$ cat src/rtl/fc_layer_engine.sv
// Fully-connected layer engine: streams packed image and weight words over a 16-bit Avalon-MM
// master, accumulates lane products, adds bias, saturates/clamps and writes each node result back.
module fc_layer_engine #(
    parameter int unsigned N_IN     = 196,
    parameter int unsigned N_OUT    = 200,
    parameter int unsigned N_IMG    = 100,
    parameter int unsigned LANE_W   = 4,
    parameter int unsigned ACC_W    = 24,
    parameter bit          SAT_EN   = 1'b1,
    parameter bit          RELU_EN  = 1'b0,
    parameter logic [31:0] IMG_BASE = 32'd0,
    parameter logic [31:0] W_BASE   = 32'd158400,
    parameter logic [31:0] B_BASE   = 32'd157600,
    parameter logic [31:0] OUT_BASE = 32'd320800
) (
    input  logic        clk,
    input  logic        reset,
    input  logic        start,
    output logic        done,
    output logic        busy,
    output logic [31:0] SDRAM_address,
    output logic        SDRAM_readn,
    output logic        SDRAM_writen,
    output logic        SDRAM_chipselect,
    output logic [1:0]  SDRAM_byteenable,
    input  logic        SDRAM_waitrequest,
    input  logic        SDRAM_readdatavalid,
    input  logic [15:0] SDRAM_readdata,
    output logic [15:0] SDRAM_writedata
);

    localparam int LANES = 16 / LANE_W;

    localparam logic [3:0] StIdle  = 4'd0;
    localparam logic [3:0] StRdImg = 4'd1;
    localparam logic [3:0] StWtImg = 4'd2;
    localparam logic [3:0] StRdW   = 4'd3;
    localparam logic [3:0] StWtW   = 4'd4;
    localparam logic [3:0] StMac   = 4'd5;
    localparam logic [3:0] StRdB   = 4'd6;
    localparam logic [3:0] StWtB   = 4'd7;
    localparam logic [3:0] StBias  = 4'd8;
    localparam logic [3:0] StWr    = 4'd9;
    localparam logic [3:0] StNext  = 4'd10;
    localparam logic [3:0] StDone  = 4'd11;

    localparam logic signed [ACC_W:0] SAT_MAX = (ACC_W + 1)'(32767);
    localparam logic signed [ACC_W:0] SAT_MIN = (ACC_W + 1)'(-32768);

    logic [3:0]       state_q, state_d;
    logic [31:0]      k_q, k_d;
    logic [31:0]      n_q, n_d;
    logic [31:0]      i_q, i_d;
    // Running word offsets replace i*N_IN, n*N_IN and i*N_OUT+n multiplies.
    logic [31:0]      img_row_q, img_row_d;
    logic [31:0]      w_row_q, w_row_d;
    logic [31:0]      out_idx_q, out_idx_d;
    logic [ACC_W-1:0] acc_q, acc_d;
    logic [15:0]      img_q, img_d;
    logic [15:0]      w_q, w_d;
    logic [15:0]      bias_q, bias_d;
    logic [15:0]      wdata_q, wdata_d;

    logic [ACC_W-1:0]        mac_sum;
    logic [LANE_W-1:0]       lane_img;
    logic [LANE_W-1:0]       lane_w;
    logic signed [ACC_W:0]   bias_sum;
    logic [15:0]             result;

    // Lanes whose image value is zero contribute nothing; the sum wraps in ACC_W bits.
    always_comb begin
        mac_sum  = acc_q;
        lane_img = '0;
        lane_w   = '0;
        for (int l = 0; l < LANES; l++) begin
            lane_img = img_q[l*LANE_W +: LANE_W];
            lane_w   = w_q[l*LANE_W +: LANE_W];
            if (lane_img != '0) begin
                mac_sum = mac_sum + ACC_W'($signed(lane_w));
            end
        end
    end

    always_comb begin
        bias_sum = (ACC_W + 1)'($signed(acc_q)) + (ACC_W + 1)'($signed(bias_q));
        if (SAT_EN && (bias_sum > SAT_MAX)) begin
            result = 16'h7FFF;
        end else if (SAT_EN && (bias_sum < SAT_MIN)) begin
            result = 16'h8000;
        end else begin
            result = bias_sum[15:0];
        end
        if (RELU_EN && result[15]) begin
            result = 16'h0000;
        end
    end

    always_comb begin
        state_d   = state_q;
        k_d       = k_q;
        n_d       = n_q;
        i_d       = i_q;
        img_row_d = img_row_q;
        w_row_d   = w_row_q;
        out_idx_d = out_idx_q;
        acc_d     = acc_q;
        img_d     = img_q;
        w_d       = w_q;
        bias_d    = bias_q;
        wdata_d   = wdata_q;

        case (state_q)
            StIdle: begin
                if (start) begin
                    state_d   = StRdImg;
                    k_d       = '0;
                    n_d       = '0;
                    i_d       = '0;
                    img_row_d = '0;
                    w_row_d   = '0;
                    out_idx_d = '0;
                    acc_d     = '0;
                end
            end
            StRdImg: begin
                if (!SDRAM_waitrequest) state_d = StWtImg;
            end
            StWtImg: begin
                if (SDRAM_readdatavalid) begin
                    img_d   = SDRAM_readdata;
                    state_d = StRdW;
                end
            end
            StRdW: begin
                if (!SDRAM_waitrequest) state_d = StWtW;
            end
            StWtW: begin
                if (SDRAM_readdatavalid) begin
                    w_d     = SDRAM_readdata;
                    state_d = StMac;
                end
            end
            StMac: begin
                acc_d = mac_sum;
                if (k_q == N_IN - 1) begin
                    state_d = StRdB;
                end else begin
                    k_d     = k_q + 32'd1;
                    state_d = StRdImg;
                end
            end
            StRdB: begin
                if (!SDRAM_waitrequest) state_d = StWtB;
            end
            StWtB: begin
                if (SDRAM_readdatavalid) begin
                    bias_d  = SDRAM_readdata;
                    state_d = StBias;
                end
            end
            StBias: begin
                wdata_d = result;
                state_d = StWr;
            end
            StWr: begin
                if (!SDRAM_waitrequest) state_d = StNext;
            end
            StNext: begin
                acc_d     = '0;
                k_d       = '0;
                out_idx_d = out_idx_q + 32'd1;
                if (n_q == N_OUT - 1) begin
                    n_d       = '0;
                    w_row_d   = '0;
                    i_d       = i_q + 32'd1;
                    img_row_d = img_row_q + N_IN;
                    state_d   = (i_q == N_IMG - 1) ? StDone : StRdImg;
                end else begin
                    n_d     = n_q + 32'd1;
                    w_row_d = w_row_q + N_IN;
                    state_d = StRdImg;
                end
            end
            StDone: begin
                if (!start) state_d = StIdle;
            end
            default: state_d = StIdle;
        endcase
    end

    always_ff @(posedge clk) begin
        if (reset) begin
            state_q   <= StIdle;
            k_q       <= '0;
            n_q       <= '0;
            i_q       <= '0;
            img_row_q <= '0;
            w_row_q   <= '0;
            out_idx_q <= '0;
            acc_q     <= '0;
            img_q     <= '0;
            w_q       <= '0;
            bias_q    <= '0;
            wdata_q   <= '0;
        end else begin
            state_q   <= state_d;
            k_q       <= k_d;
            n_q       <= n_d;
            i_q       <= i_d;
            img_row_q <= img_row_d;
            w_row_q   <= w_row_d;
            out_idx_q <= out_idx_d;
            acc_q     <= acc_d;
            img_q     <= img_d;
            w_q       <= w_d;
            bias_q    <= bias_d;
            wdata_q   <= wdata_d;
        end
    end

    // Address is a pure function of state and counters, which only move on exit from a
    // request state, so it stays stable through any waitrequest stall.
    always_comb begin
        case (state_q)
            StRdImg, StWtImg:     SDRAM_address = IMG_BASE + ((img_row_q + k_q) << 1);
            StRdW, StWtW, StMac:  SDRAM_address = W_BASE + ((w_row_q + k_q) << 1);
            StRdB, StWtB, StBias: SDRAM_address = B_BASE + (n_q << 1);
            StWr, StNext:         SDRAM_address = OUT_BASE + (out_idx_q << 1);
            default:              SDRAM_address = 32'd0;
        endcase
    end

    assign SDRAM_readn      = !((state_q == StRdImg) || (state_q == StRdW) || (state_q == StRdB));
    assign SDRAM_writen     = (state_q != StWr);
    assign SDRAM_chipselect = 1'b1;
    assign SDRAM_byteenable = 2'b11;
    assign SDRAM_writedata  = wdata_q;
    assign done             = (state_q == StDone);
    assign busy             = (state_q != StIdle) && (state_q != StDone);

endmodule

$ cat config.mk
export PLATFORM = sky130hd
export DESIGN_NAME = fc_layer_engine
export DESIGN_NICKNAME = d
export VERILOG_FILES = /design/src/rtl/fc_layer_engine.sv
export SDC_FILE = /design/constraint.sdc
export NUM_CORES = 1
export LEC_CHECK = 0
export ABC_CLOCK_PERIOD_IN_PS = 8900
export CORE_MARGIN = 1.5
export CORE_UTILIZATION = 45
export DETAILED_ROUTE_END_ITERATION = 10
export DONT_BUFFER_PORTS = 1
export SYNTH_ARGS = -nofsm -noshare
export SYNTH_HDL_FRONTEND = slang
export SYNTH_SLANG_ARGS = --single-unit
$ cat constraint.sdc
create_clock -name clk -period 8.9 [get_ports clk]
set_input_delay 0.89 -clock clk [delete_from_list [all_inputs] [get_ports clk]]
set_output_delay 0.89 -clock clk [all_outputs]
set_load 0.005 [all_outputs]
# --- Yosys cells after proc, flatten, opt, wreduce, memory -nomap -nowiden ---
# Cells that the tools add are included.
# W data, S select, Z words.
totals:
  regBits: 284
  out_inout_bits: 55
  elab_cells: 115
classes:
  addsub: 16
  magnitude_cmp: 2
  n_eq_ne: 27
  muxes: 34
  reduce_logical: 24
ops:
  columns: ["op", "n"]
  rows:
  - ["$pmux W32 S2", 5]
  - ["$mux W32", 6]
  - ["$add A32 B1 Y32 const B", 4]
  - ["$pmux W32 S4", 1]
  - ["$mux W24", 5]
  - ["$add A24 B24 Y24", 4]
  - ["$pmux W32 S3", 1]
  - ["$pmux W24 S3", 1]
  - ["$add A18 B32 Y32 const A", 2]
  - ["$add A32 B8 Y32 const B", 2]
  - ["$eq A32 B8 Y1 const B", 2]
  - ["$add A31 B31 Y31", 2]
  - ["$pmux W4 S12", 1]
  - ["$mux W4", 11]
  - ["$add A19 B32 Y32 const A", 1]
  - ["$eq A32 B7 Y1 const B", 1]
  - ["$mux W16", 2]
  - ["$add A24 B16 Y25", 1]
  - ["$gt A25 B16 Y1 const B", 1]
  - ["$lt A25 B16 Y1 const B", 1]
  - ["$ne A2 B2 Y1 const B", 11]
  - ["$reduce_bool A4 Y1", 5]
  - ["$eq A4 B3 Y1 const B", 4]
  - ["$eq A4 B4 Y1 const B", 4]
  - ["15 further kinds", 25]

# --- Logic depth before layout (Yosys ltp) ---
logic_depth:
  word_depth: 9
  depth_mapped: 42
  mapped_depth_nobuf: 42

# --- Worst setup path after synthesis ---
# Ideal clock, no wire load.
synth_timing:
  path_type: "register to register"
  from: "register w_q[3]"
  to: "register acc_q[23]"
  setup_time_ps: 74
  t_arrival_ps: 7346
  t_required_ps: 8826
  setup_slack_ps: 1480
  path_stages_with_launch: 35
  period_less_slack_ps: 7420
  cell_sequence: "dfxtp_1 > ha_1 > o21ai_0 > a22o_1 > o31ai_1 > nand3_1 > nand2_1 > xnor2_1 > a21oi_1 > ha_1 > or3_1 > o211ai_1 > a21oi_1 > o41ai_1 > inv_1 > a21oi_1 > xnor2_1 > nor2_1 > a21oi_1 > ha_1 > a2111oi_0 > nor4b_1 > a221oi_1 > nand2_1 > xor2_1 > o21ai_0 > ha_1 > and3_1 > a211o_1 > a21oi_1 > xor2_1 > nor2_1 > xnor3_1 > or3_1 > o21ai_0"
synth_via:
  elab_chain_cells: 9
synth_lines:
  columns: ["item", "line", "rtl"]
  rows:
  - ["from (decl)", "60", "logic [15:0] w_q, w_d;"]
  - ["from (signal assigned)", "215", "w_q <= w_d;"]
  - ["$add A24 B24 Y24 (*)", "79", "mac_sum = mac_sum + ACC_W'($signed(lane_w));"]
  - ["$mux W24 (*)", "78", "if (lane_img != '0) begin"]
  - ["$add A24 B24 Y24", "79", null]
  - ["$mux W24 (*)", "78", null]
  - ["$add A24 B24 Y24", "79", null]
  - ["$mux W24 (*)", "78", null]
  - ["$add A24 B24 Y24", "79", null]
  - ["$mux W24 (*)", "78", null]
  - ["$pmux W24 S3 (*)", "112", "case (state_q)"]
  - ["to (signal assigned)", "200", "acc_q <= '0;"]
  - ["to (signal assigned)", "213", "acc_q <= acc_d;"]
  - ["to (decl)", "58", "logic [ACC_W-1:0] acc_q, acc_d;"]
# Every way passes the cells marked *; elsewhere a longest branch is shown, timed or not.
# A chain may end at the register's enable or synchronous reset.

# --- Final worst setup path ---
layout_timing:
  from: "register acc_q[0]"
  to: "register acc_q[23]"
layout_via:
  elab_chain_cells: 9
layout_lines:
  columns: ["item", "line"]
  rows:
  - ["$add A24 B24 Y24", "79"]
  - ["$mux W24 (*)", "78"]
  - ["$add A24 B24 Y24", "79"]
  - ["$mux W24 (*)", "78"]
  - ["$add A24 B24 Y24", "79"]
  - ["$mux W24 (*)", "78"]
  - ["$add A24 B24 Y24", "79"]
  - ["$mux W24 (*)", "78"]
  - ["$pmux W24 S3 (*)", "112"]
# Marks and branches as above.

==> qor.txt <==
Nets@finish = 3227
Crit Path Class = register to register
Status = complete, no violations
GPL Wtd Cong = 0.917
Leakage power = 0.0101 uW
Die Area = 52500 sq um
Die Span Y = 229 um
CP max stage delay = 0.40 ns
RSZ-0062 raised after global routing = no
Final setup TNS = 0 ns
Post-DRT Antenna Nets = 0
EDFF count, synth = 0
Total number of vias = 22600
Layout area overhead = 7.07%
Ports = 76
Global-route wire length before repair = 114000 um
CP endpoint kind = register
Register bit count reported by yosys = 277
Clock root buffer = clkbuf_16
Crit-path max FO = 5
Vias in the first global route = 20500
Longest Clk Path Bufs = 3
Starting DRT DRC Count = 2129
CTS tree = done
Post-Layout Cell Count = 3714
DP HPWL = 54300 um
Final Hold Vio Count = 0
Syn Area/Cell = 7.42 sq um
Reg clk slew, reported paths = 0.06 ns
VDD IR max = 0.127 mV
Period utilization = 0.909
CTS Sinks = 277
Fin Hold WS = 0.416 ns
Final min period = 8.09 ns
Synth top area share = 0.241
Yosys cell types = 90
Placed cell count = 3651
Site row count = 82
Most common cell on crit path = a21oi_1
Worst path required time = 9.38 ns
Post-Synthesis Cells = 3100
Max Fclk = 124 MHz
Antenna violations before repair = 1
Final Skew = 0.0188 ns
Slew Limit Fails = 0
Layout cell share with drive strength beyond 1 = 0.0483
CTS buffer count = 35
Tot Pwr = 4030 uW
Slack of the critical path = 0.806 ns
Port Buf Inserts = 0
Residual DRC = 0
Leading area contributor after synthesis = dfxtp_1
Synth Cell Area = 23000 sq um
Maxcap violations = 0
Post-synth ARST share = 0
Min-delay worst type = input pin to register
Clock Latency Late Sink = 0.56 ns
Top_reg_cell synth = dfxtp_1
Grt ovf = 0
Via density = 6.07
Final WL = 72200 um
Worst slew margin = 0.292
Yosys warning count = 0
Reg2Reg Setup Slack = 0.81 ns
DR pass1 iterations = 8
Total global-route track usage = 0.269
Top cells by count, synth = nor2_1 (373), nand2_1 (360), dfxtp_1 (277), a21oi_1 (271), ha_1 (185)
Max stage delay cell, worst path = fa_1
Startpoint types = register
Worst-Margin Slew = 1.06 ns
# fillers = 5009
PwrDens = 164 nW/um^2
Core area = 50300 sq um
Largest net degree at the start of global routing = 174
Area contributors post-synth = dfxtp_1 (24%), ha_1 (10%), nor2_1 (6.1%)
Htree depth = 2
Post-place setup slack = 0.498 ns
Worst EP arrival = 8.58 ns
Cts hold-fix bufs = 0
Sequential area share after synthesis = 0.241
Routed len/inst = 19.4 um
Die Wd = 229 um
Setup violators final = 0
Most numerous cell in the Yosys netlist = nor2_1
Initial Utilization = 0.457
-- worst max-delay path, delay by kind of cell, from the launching register on --
| kind | cells | cell delay [ns] |
|---|---|---|
| compound gates | 22 | 3.94 |
| fa+ha+maj | 5 | 1.60 |
| simple gates | 5 | 0.88 |
| xor+xnor | 5 | 0.86 |
| flops | 1 | 0.38 |
| mux | 1 | 0.28 |
| buf+inv | 1 | 0.07 |
-- worst paths after layout --
path | from | endpoint | cells past startpoint
hold reg to reg | w_q[10] | w_q[10] | 2
hold / removal | reset | n_q[3] | 1
setup reg to reg | acc_q[0] | acc_q[23] | 39
setup / recovery | acc_q[0] | acc_q[23] | 39
-- kinds of logic (layout without fill, tap and decap cells) --
family | Yosys count | count (layout) | share of synthesized area
flops | 277 | 277 | 0.241
mux | 31 | 31 | 0.0141
simple gates | 1237 | 1237 | 0.253
other cells | 2 | 5 | 0.000327
buf+inv | 230 | 169 | 0.0393
xor+xnor | 300 | 300 | 0.115
fa+ha+maj | 190 | 190 | 0.105
compound gates | 833 | 833 | 0.232
-- metal layers --
layer / share of wire / wire length [um] / global-route usage
met5: 0 / 0 / 0
met4: 0.019 / 1390 / 0.0693
met1: 0.50 / 36000 / 0.407
met3: 0.073 / 5280 / 0.0413
met2: 0.41 / 29600 / 0.392
-- final cells by class --
type | instances | area (sq um) | area share
clock buffer | 48 | 955 | 0.0388
antenna | 1 | 2.50 | 0.000102
inverter | 81 | 304 | 0.0123
tap | 672 | 841 | 0.0341
sequential | 277 | 5550 | 0.225
multi-input combinational | 2595 | 16700 | 0.677
clock inverter | 14 | 119 | 0.00483
timing repair buffer | 26 | 195 | 0.00793
-- layout by cell type (no fill, tap or decap), types with 18 or more instances in the layout --
master and n:
o21a_1 20, or2_2 19, buf_4 26, and3_1 70, a21o_1 72, a211oi_1 42, nor2b_1 28, o21ai_0 163
mux2i_1 19, xnor2_1 141, clkbuf_16 35, o211ai_1 25, nand2b_1 35, a22oi_1 18, xor2_1 158, or3_1 33
nor2_1 372, nand3_1 121, nand4_1 42, a222oi_1 26, a311oi_1 18, ha_1 185, nand2_1 360, a21oi_1 270
inv_1 81, dfxtp_1 277, a31oi_1 32, nor4_1 25, nor3_1 58
-- timing repair --
action                                  CTS  global route
endpoints found under the setup margin    0             2
setup buffers                             0             0
gates resized for setup                   0            12
endpoints found under the hold margin     0             0
-- where the power goes --
part	total [uW]	internal [uW]	switching (uW)
logic	1300	431	872
clock network	1390	787	605
registers	1330	1270	61.3
total	4030	2490	1540
-- state kept, by name (all words and copies together), names as in the netlist --
| register | cells |
|---|---|
| i_q | 32 |
| k_q | 32 |
| n_q | 32 |
| out_idx_q | 31 |
| img_row_q | 29 |
| w_row_q | 29 |
| acc_q | 24 |
| SDRAM_writedata | 16 |
| bias_q | 16 |
| img_q | 16 |
| w_q | 16 |
| state_q | 4 |
-- metrics by stage --
| step | utilization | instance area (sq um) |
|---|---|---|
| 2_1_floorplan | - | 23000 |
| 3_3_place_gp | 0.467 | 23500 |
| 3_5_place_dp | 0.467 | 23500 |
| 4_1_cts | 0.489 | 24600 |
| 5_1_grt | 0.490 | 24600 |
| 6_report | 0.490 | 24600 |
Note: power is estimated with default switching activity, not from simulation.
